<file path="src/rtl/aes_pkg.sv">
`default_nettype none
// ============================================================================
// Module      : aes_pkg
// Description : Shared AES state typedefs, byte addressing and row rotation
//               helpers for the forward and inverse ShiftRows engines.
// Revision    : 1.0 - initial release
// ============================================================================
package aes_pkg;

    localparam int STATE_W = 128;
    localparam int BYTE_W  = 8;

    typedef logic [0:STATE_W-1] aes_state_t;

    typedef enum logic [1:0] {
        IDLE   = 2'd0,
        ROTATE = 2'd1,
        DONE   = 2'd2
    } srs_state_t;

    // Column-major byte addressing; bit 0 of the state is the MSB of byte (0,0).
    function automatic int byte_idx(input int r, input int c);
        return c * 4 * BYTE_W + r * BYTE_W;
    endfunction

    function automatic aes_state_t rotl_row(input aes_state_t s, input int r);
        aes_state_t o;
        o = s;
        for (int c = 0; c < 4; c++) begin
            o[byte_idx(r, c) +: BYTE_W] = s[byte_idx(r, (c + 1) % 4) +: BYTE_W];
        end
        return o;
    endfunction

    function automatic aes_state_t shift_rows(input aes_state_t s);
        aes_state_t o;
        o = s;
        for (int r = 1; r < 4; r++) begin
            for (int c = 0; c < 4; c++) begin
                o[byte_idx(r, c) +: BYTE_W] = s[byte_idx(r, (c + r) % 4) +: BYTE_W];
            end
        end
        return o;
    endfunction

endpackage
`default_nettype wire

</file>
<file path="src/rtl/shift_rows_seq_if.sv">
`default_nettype none
// ============================================================================
// Module      : shift_rows_seq_if
// Description : Load/unload handshake bundle for the ShiftRows engine.
// Revision    : 1.0 - initial release
// ============================================================================
interface shift_rows_seq_if;
    import aes_pkg::*;

    logic       flush;
    logic       in_valid;
    logic       in_ready;
    aes_state_t Data;
    logic       out_valid;
    logic       out_ready;
    aes_state_t Result;
    logic       busy;

    modport master (
        output flush, in_valid, Data, out_ready,
        input  in_ready, out_valid, Result, busy
    );

    modport slave (
        input  flush, in_valid, Data, out_ready,
        output in_ready, out_valid, Result, busy
    );

endinterface
`default_nettype wire

</file>
<file path="src/rtl/shift_rows_seq.sv">
`default_nettype none
// ============================================================================
// Module      : shift_rows_seq
// Description : Forward AES ShiftRows, one byte rotation per cycle on all
//               pending rows (FAST=1 shifts fully in the load cycle).
// Revision    : 1.0 - initial release
// ============================================================================
module shift_rows_seq
    import aes_pkg::*;
#(
    parameter int FAST    = 0,
    parameter int STATE_W = 128
) (
    input  wire logic       clk,
    input  wire logic       rst_n,
    shift_rows_seq_if.slave bus
);

    generate
        if (STATE_W != aes_pkg::STATE_W) begin : g_bad_width
            $error("shift_rows_seq: only a 128-bit state is supported");
        end
    endgenerate

    srs_state_t r_state;
    srs_state_t w_next;
    logic [1:0] r_step;
    aes_state_t r_data;
    aes_state_t w_rot;

    always_ff @(posedge clk) begin
        if (!rst_n) begin
            r_state <= IDLE;
        end else begin
            r_state <= w_next;
        end
    end

    always_comb begin
        w_next = r_state;
        if (bus.flush) begin
            w_next = IDLE;
        end else begin
            case (r_state)
                IDLE:    if (bus.in_valid) w_next = (FAST != 0) ? DONE : ROTATE;
                ROTATE:  if (r_step == 2'd2) w_next = DONE;
                DONE:    if (bus.out_ready) w_next = IDLE;
                default: w_next = IDLE;
            endcase
        end
    end

    // Row r stops moving once it has been rotated r times, i.e. when step reaches r.
    always_comb begin
        w_rot = r_data;
        for (int r = 1; r < 4; r++) begin
            if (r > int'(r_step)) begin
                w_rot = rotl_row(w_rot, r);
            end
        end
    end

    always_ff @(posedge clk) begin
        if (!rst_n) begin
            r_data <= '0;
            r_step <= 2'd0;
        end else if (bus.flush) begin
            r_data <= '0;
            r_step <= 2'd0;
        end else begin
            case (r_state)
                IDLE: begin
                    if (bus.in_valid) begin
                        r_data <= (FAST != 0) ? shift_rows(bus.Data) : bus.Data;
                        r_step <= 2'd0;
                    end
                end
                ROTATE: begin
                    r_data <= w_rot;
                    r_step <= r_step + 2'd1;
                end
                default: begin
                end
            endcase
        end
    end

    always_comb begin
        bus.in_ready  = 1'b0;
        bus.out_valid = 1'b0;
        bus.busy      = 1'b0;
        case (r_state)
            IDLE:    bus.in_ready = 1'b1;
            ROTATE:  bus.busy = 1'b1;
            DONE: begin
                bus.out_valid = 1'b1;
                bus.busy      = 1'b1;
            end
            default: begin
            end
        endcase
        bus.Result = r_data;
    end

endmodule
`default_nettype wire
</file>
<file path="src/flat_wrapper.sv">
// flat-port wrapper written by rule: the top's interface ports become plain ports
module shift_rows_seq_flat import aes_pkg::*;
#(
    parameter int FAST    = 0,
    parameter int STATE_W = 128
)
  (clk, rst_n, bus_flush, bus_in_valid, bus_Data, bus_out_ready, bus_in_ready, bus_out_valid, bus_Result, bus_busy);
  shift_rows_seq_if bus_i ();
  input  wire logic clk;
  input  wire logic rst_n;
  input wire logic [$bits(bus_i.flush)-1:0] bus_flush;
  input wire logic [$bits(bus_i.in_valid)-1:0] bus_in_valid;
  input wire logic [$bits(bus_i.Data)-1:0] bus_Data;
  input wire logic [$bits(bus_i.out_ready)-1:0] bus_out_ready;
  output wire logic [$bits(bus_i.in_ready)-1:0] bus_in_ready;
  output wire logic [$bits(bus_i.out_valid)-1:0] bus_out_valid;
  output wire logic [$bits(bus_i.Result)-1:0] bus_Result;
  output wire logic [$bits(bus_i.busy)-1:0] bus_busy;
  assign bus_i.flush = bus_flush;
  assign bus_i.in_valid = bus_in_valid;
  assign bus_i.Data = bus_Data;
  assign bus_i.out_ready = bus_out_ready;
  assign bus_in_ready = bus_i.in_ready;
  assign bus_out_valid = bus_i.out_valid;
  assign bus_Result = bus_i.Result;
  assign bus_busy = bus_i.busy;
  shift_rows_seq #(.FAST(FAST), .STATE_W(STATE_W)) u_core (.clk(clk), .rst_n(rst_n), .bus(bus_i));
endmodule
</file>
<file path="config.mk">
export PLATFORM = sky130hd
export DESIGN_NAME = shift_rows_seq_flat
export DESIGN_NICKNAME = d
export VERILOG_FILES = /design/src/rtl/aes_pkg.sv /design/src/rtl/shift_rows_seq_if.sv /design/src/rtl/shift_rows_seq.sv /design/src/flat_wrapper.sv
export SDC_FILE = /design/constraint.sdc
export NUM_CORES = 1
export LEC_CHECK = 0
export ABC_AREA = 1
export CORE_AREA = 2 2 128 117
export CTS_CLUSTER_SIZE = 16
export DETAILED_ROUTE_END_ITERATION = 8
export DIE_AREA = 0 0 130 119
export PLACE_DENSITY = 0.84
export SYNTH_ARGS = -nofsm -noshare
export SYNTH_HDL_FRONTEND = slang
export SYNTH_SLANG_ARGS = --single-unit
export TNS_END_PERCENT = 50
</file>
<file path="constraint.sdc">
create_clock -name clk -period 4.3 [get_ports clk]
set_input_delay 0.86 -clock clk [delete_from_list [all_inputs] [get_ports clk]]
set_output_delay 0.86 -clock clk [all_outputs]
set_load 0.05 [all_outputs]
</file>
==> metrics.md, run 1 <==
| Metric | Value |
|---|---|
| Tightest Pin Transition | `1070 ps` |
| Post-Place Setup Slack | `1450 ps` |
| Via/cell ratio | `4.70` |
| Flip-flop and latch count after synthesis | `approximately 130` |
| Grt met1 use | `0.298` |
| Setup bufs post-CTS | `0` |
| Clock root cell | `clkbuf_16` |
| Dpl hpwl | `13.6 mm` |
| Critical path peak fanout | `4` |
| Clk pwr share | `0.382` |
| Sequential-to-total area share from yosys stat | `0.406` |
| First drt pass iteration count | `4` |
| Worst slew margin | `0.286` |
| Fmax | `roughly 0.35 GHz` |
| Vias in the first global route | `6192` |
| TritonCTS buffer count | `17` |
| Seq pwr share | `0.345` |
| Finished Cell Area | `9650 um2` |
| Clock Path Buffers | `2` |
| Gr busiest metal | `met2` |
| # hold bufs at CTS | `0` |
| Worst Path Arrival | `1980 ps` |
| Top delay family on crit path | `buffers and inverters` |
| Critical path type | `register to primary output` |
| Total via count in the routed design | `between 6000 and 7000` |
| Minimum clock period | `2840 ps` |
| Top Ports | `264` |
| Drt total wl | `19.6 mm` |
| Cell taking the most area after synthesis | `dfxtp_1` |
| Ant diodes | `0` |
| Sw Ratio | `0.321` |
| Clk sinks | `roughly 130` |
| RSZ-0062 raised after global routing | `no` |
| RePlAce Congestion | `approximately 0.87` |
| Setup_tns | `0 ps` |
| Final WS setup | `1460 ps` |
| Worst Setup Start Kind | `register` |
| # fillers | `about 1300` |
| Clock insertion delay at the later pin of the skew report | `410 ps` |
| Slew Viols, Final | `0` |
| Wirelength per Cell | `13.5 um` |
| CP bufs+invs | `2` |
| Largest net degree at the start of global routing | `102` |
| Total power | `3.88 mW` |
| GRT Util Overall | `0.248` |
| Crit end category | `primary output` |
| Cell chain of the critical path | `inv_1, ha_1, clkdlybuf4s50_1` |
| Setup Skew | `around 12 ps` |
| PostCTS Resize Cnt | `0` |
| Routed Antenna Nets | `0` |
| Switch Pwr | `1.24 mW` |
| Initial antenna violation count | `0` |
| Met3 Use GR | `0.0925` |
| Top post-synthesis cells by area | `dfxtp_1 41%, nand2_1 19%, nor2_1 11%, inv_1 6.1%, o21ai_0 5.4%` |
| Grt ovf | `0` |
| Synthesized area | `approximately 6500 um2` |
| H-tree levels | `4` |
| Total nets after synthesis | `1153` |
| Grt met2 use | `0.405` |
| TritonCTS clock tree | `done` |
| Initial DRC Count | `568` |
| Final net count | `1378` |
| CP peak stage delay | `810 ps` |
| Syn Area/Cell | `6.43 um2` |
| Crit-path slowest cell | `clkdlybuf4s50_1` |
| Final Setup Violations | `0` |
| Clk slew on worst S/H paths | `60 ps` |
| # rows | `between 40 and 50` |
| CP required | `3440 ps` |
| Starting density of the core | `0.454` |
| Comb pwr share | `0.273` |
| DP Area | `9040 um2` |
| Placed cells | `1417` |
| Leakage | `4.20 nW` |
| Synthesized instance count | `between 1000 and 1500` |
| Layout cells sized above 1 | `0.0464` |
| Fin crit share | `0.661` |
| Top cell type's share of synthesized area | `0.406` |
| DRC Markers | `0` |
| Status | `finished, final reports clean` |
| Die area | `15500 um2` |
| Min Hold Slack | `462 ps` |
| Cell Int Power | `2.64 mW` |
| Area Growth Syn to Fin | `48.1%` |
| Hold Path Class | `register to register` |
| Final core area utilization | `0.672` |
| Die span in x | `130 um` |
| Synth unique cells | `23` |
| Die Y | `119 um` |
| Pwr dens | `between 400 and 500 nW/um2` |
| Fin cells | `about 1400` |
| Max Cap Viol | `0` |
| Core Area | `14300 um2` |
| Port bufs | `between 200 and 300` |
| Worst vdd ir | `roughly 0.33 mV` |
| Hold Fails Final Rpt | `0` |
| Global-route wire length before repair | `slightly above 30 mm` |
| Synthesis Warnings | `0` |
## flip-flops by register name, summed over array words and instances (netlist names)
| signal | flops |
|---|---|
| u_core.bus.Result | 128 |
| u_core.r_step | 2 |
| u_core.r_state | 2 |
## metal layers
metal	vias to the layer above	wire length [um]
met4	0	504
li1	3529	-
met1	3012	8220
met5	-	0
met3	33	1790
met2	243	9120
## tightest hold or removal path, cell delays in order, from the launching register on
cell	delay [ps]
dfxtp_1	310
nand2_1	60
a21oi_1	50
## path summary, 6_finish.rpt
path                                            from                            endpoint  slack [ps]  depth (start not counted)
setup / recovery      u_core.r_state[0]$_SDFFE_PP0P_                            bus_busy        1460                          3
hold / removal    u_core.bus.Result[62]$_SDFFE_PP0P_  u_core.bus.Result[62]$_SDFFE_PP0P_         460                          2
setup reg to reg      u_core.r_state[1]$_SDFFE_PP0P_  u_core.bus.Result[10]$_SDFFE_PP0P_        1710                          7
hold reg to reg   u_core.bus.Result[62]$_SDFFE_PP0P_  u_core.bus.Result[62]$_SDFFE_PP0P_         460                          2
## synthesized netlist by cell type
cell,n
clkbuf_1,18
clkbuf_2,1
nor2_4,3
buf_4,5
dfxtp_1,132
o21ai_1,29
inv_2,2
buf_1,5
nand3_4,3
nand3_2,11
buf_2,18
or2_4,1
inv_1,105
o21ai_0,70
buf_6,15
a21oi_1,35
inv_4,1
nor2_1,196
nand2_2,2
nand3_1,24
or2_2,1
nand2_1,329
ha_1,7
## layout by cell type (no fill, tap or decap), types with 5 or more instances in the layout
| cell | count |
|---|---|
| o21ai_0 | 70 |
| nand3_2 | 11 |
| nand3_1 | 24 |
| nor2_1 | 196 |
| inv_1 | 105 |
| clkbuf_16 | 17 |
| dfxtp_1 | 132 |
| nand2_1 | 329 |
| buf_4 | 5 |
| clkdlybuf4s50_1 | 263 |
| o21ai_1 | 29 |
| a21oi_1 | 35 |
| ha_1 | 7 |
## power groups by stage
| stage | sequential (mW) | clock, mW | combinational (mW) |
|---|---|---|---|
| final | 1.34 | 1.48 | 1.06 |
| after global routing | 1.35 | 1.56 | 1.15 |
| after CTS | 1.34 | 1.50 | 1.06 |
| after detailed placement | 1.36 | 0 | 1.05 |
| after global placement | 1.36 | 0 | 1.05 |
| after floorplan | 1.61 | 0 | 0.469 |
## kinds of logic after synthesis
kind of cell             count (synthesis)  synth area share
AND/OR/NAND/NOR                        570             0.355
buffers and inverters                  170             0.122
AO/OA/AOI/OAI                          134             0.103
flip-flops                             132             0.406
adder cells (fa/ha/maj)                  7            0.0135
## cell type report
class                           instances  area, um2  share of cell area
Sequential cell                       132       2640               0.274
Clock buffer                           23        478              0.0496
Clock inverter                          9        126              0.0131
Multi-Input combinational cell        711       3070               0.319
Timing Repair Buffer                  268       2670               0.277
Tap cell                              198        248              0.0257
Inverter                              108        408              0.0423
(Power assumes the default switching activity.)
==> run 2, diff against run 1 <==
--- a/config.mk
+++ b/config.mk
@@ -6,11 +6,11 @@
 export NUM_CORES = 1
 export LEC_CHECK = 0
 export ABC_AREA = 1
-export CORE_AREA = 2 2 128 117
+export CORE_AREA = 2 2 140 128
 export CTS_CLUSTER_SIZE = 16
 export DETAILED_ROUTE_END_ITERATION = 8
-export DIE_AREA = 0 0 130 119
-export PLACE_DENSITY = 0.84
+export DIE_AREA = 0 0 142 130
+export PLACE_DENSITY = 0.74
 export SYNTH_ARGS = -nofsm -noshare
 export SYNTH_HDL_FRONTEND = slang
 export SYNTH_SLANG_ARGS = --single-unit
==> constraint.sdc (replaced) <==
create_clock -name clk -period 2.35 [get_ports clk]
set_input_delay 0.47 -clock clk [delete_from_list [all_inputs] [get_ports clk]]
set_output_delay 0.47 -clock clk [all_outputs]
set_load 0.05 [all_outputs]
==> run 2 against run 1 <==
Net effect:
- wire length is 0.72% lower
- global-route usage down 4.0 points
- register-to-register slack worse by 1200 ps
- cell area grew 1.9%
- clock power grew 82%
- worst hold slack lost 0.73 ps
- utilization down 10 points
- cell count grew 2.1%
==> metrics.md, run 2 (same netlist as run 1, synthesis figures left out) <==
| Metric | Value |
|---|---|
| Status | `finished, final reports clean` |
| TritonCTS buffer count | `17` |
| Layout cells sized above 1 | `0.0562` |
| # fillers | `1657` |
| # rows | `46` |
| Tightest Pin Transition | `roughly 700 ps` |
| Hold Path Class | `register to register` |
| Top delay family on crit path | `buffers and inverters` |
| DRC Markers | `0` |
| Clock Path Buffers | `2` |
| Clock root cell | `clkbuf_16` |
| Setup_tns | `0 ps` |
| Initial antenna violation count | `0` |
| Area Growth Syn to Fin | `51.0%` |
| Max reg flops | `128` |
| Crit-path slowest cell | `dlygate4sd2_1` |
| Starting density of the core | `0.378` |
| Slew Viols, Final | `0` |
| Pwr dens | `725 nW/um2` |
| Critical path peak fanout | `4` |
| Largest net degree at the start of global routing | `79` |
| Fin cells | `1480` |
| Drt total wl | `19.5 mm` |
| Cell chain of the critical path | `inv_1, ha_1, dlygate4sd2_1` |
| CP required | `roughly 1900 ps` |
| Worst r2r path cells | `8` |
| RSZ-0062 raised after global routing | `no` |
| FF+latch area | `2640 um2` |
| Clk sinks | `132` |
| Dpl hpwl | `~14 mm` |
| Grt ovf | `0` |
| First drt pass iteration count | `5` |
| Clock insertion delay at the later pin of the skew report | `420 ps` |
| Most common cell after layout, fill and taps aside | `nand2_1` |
| Final Setup Violations | `0` |
| Crit end category | `primary output` |
| RePlAce Congestion | `0.809` |
| Global-route wire length before repair | `between 30 and 40 mm` |
| Worst slew margin | `0.531` |
| Die area | `~18000 um2` |
| Max Cap Viol | `0` |
| Hold Fails Final Rpt | `0` |
| Die span in x | `142 um` |
| Critical path type | `register to primary output` |
| Wirelength per Cell | `13.2 um` |
| Worst vdd ir | `0.650 mV` |
| Core Area | `roughly 17000 um2` |
| CP peak stage delay | `between 500 and 600 ps` |
| GRT Util Overall | `0.208` |
| Die Y | `130 um` |
| Routed Antenna Nets | `0` |
| Worst Setup Start Kind | `register` |
| Fmax | `0.474 GHz` |
| Fin crit share | `0.898` |
| Ant diodes | `0` |
| H-tree levels | `4` |
| Worst Path Arrival | `roughly 1600 ps` |
| Clk slew on worst S/H paths | `60 ps` |
| Vias in the first global route | `6067` |
| Initial DRC Count | `431` |
| # hold bufs at CTS | `0` |
| TritonCTS clock tree | `done` |
| CP bufs+invs | `2` |
| Most frequent cells in the layout | `329 x nand2_1, 260 x clkdlybuf4s50_1, 196 x nor2_1, 132 x dfxtp_1, 105 x inv_1` |
| Port bufs | `between 200 and 300` |
| Leakage | `4.29 nW` |
| Total via count in the routed design | `6742` |
| Setup Skew | `~6.7 ps` |
| Placed cells | `1448` |
| Minimum clock period | `between 2000 and 2500 ps` |
| Final net count | `1391` |
| Via/cell ratio | `around 4.6` |
| Hold path cells | `2` |
| Multi-input logic area | `roughly 3100 um2` |
| Top Ports | `264` |
| Stages on the worst setup path | `3` |
[run 2: cell type report]
type,count,area share
clock buffers,22,0.0462
multi-input cells,711,0.313
repair buffers,281,0.290
clock inverters,10,0.0134
inverters,108,0.0415
flip-flops and latches,132,0.269
well taps,216,0.0275
[run 2: tightest hold or removal path, stage by stage (launching register included)]
cell and delay, ps:
dfxtp_1 310, nand2_1 60, a21oi_1 50
[run 2: repair_timing]
action	in CTS	in global routing
setup endpoints to repair	2	0
setup buffers	0	0
gates resized for setup	2	0
[run 2: final timing paths]
path,from,slack (ps),endpoint
setup / recovery,u_core.r_state[0]$_SDFFE_PP0P_,240,bus_in_ready
hold / removal,u_core.bus.Result[30]$_SDFFE_PP0P_,460,u_core.bus.Result[30]$_SDFFE_PP0P_
setup reg to reg,u_core.r_state[1]$_SDFFE_PP0P_,520,u_core.bus.Result[11]$_SDFFE_PP0P_
hold reg to reg,u_core.bus.Result[30]$_SDFFE_PP0P_,460,u_core.bus.Result[30]$_SDFFE_PP0P_
[run 2: report_power, final]
part / internal [mW] / switching, mW / leakage, nW
sequential: 2.38 / 0.0729 / 1.08
clock: 1.69 / 1.00 / 0.288
combinational: 0.746 / 1.25 / 2.92
total: 4.81 / 2.32 / 4.29
[run 2: metal layers]
layer	vias to the layer above	global-route usage	part of all wire
li1	3551	-	-
met3	16	0.0818	0.091
met1	2944	0.264	0.45
met2	231	0.332	0.45
met4	0	0.0559	0.011
met5	-	0	0
[run 2: per-stage QoR]
step | utilization | area [um2] | worst slack [ps] | power (mW) | hold slack (ps)
after floorplan | - | 6510 | 664 | 3.81 | 482
after global routing | 0.571 | 9830 | 138 | 7.47 | 485
after detailed placement | 0.537 | 9250 | 288 | 4.49 | 457
final | 0.571 | 9830 | 240 | 7.13 | 461
after CTS | 0.571 | 9830 | 193 | 7.20 | 464
after global placement | 0.537 | 9250 | 317 | 4.48 | 451
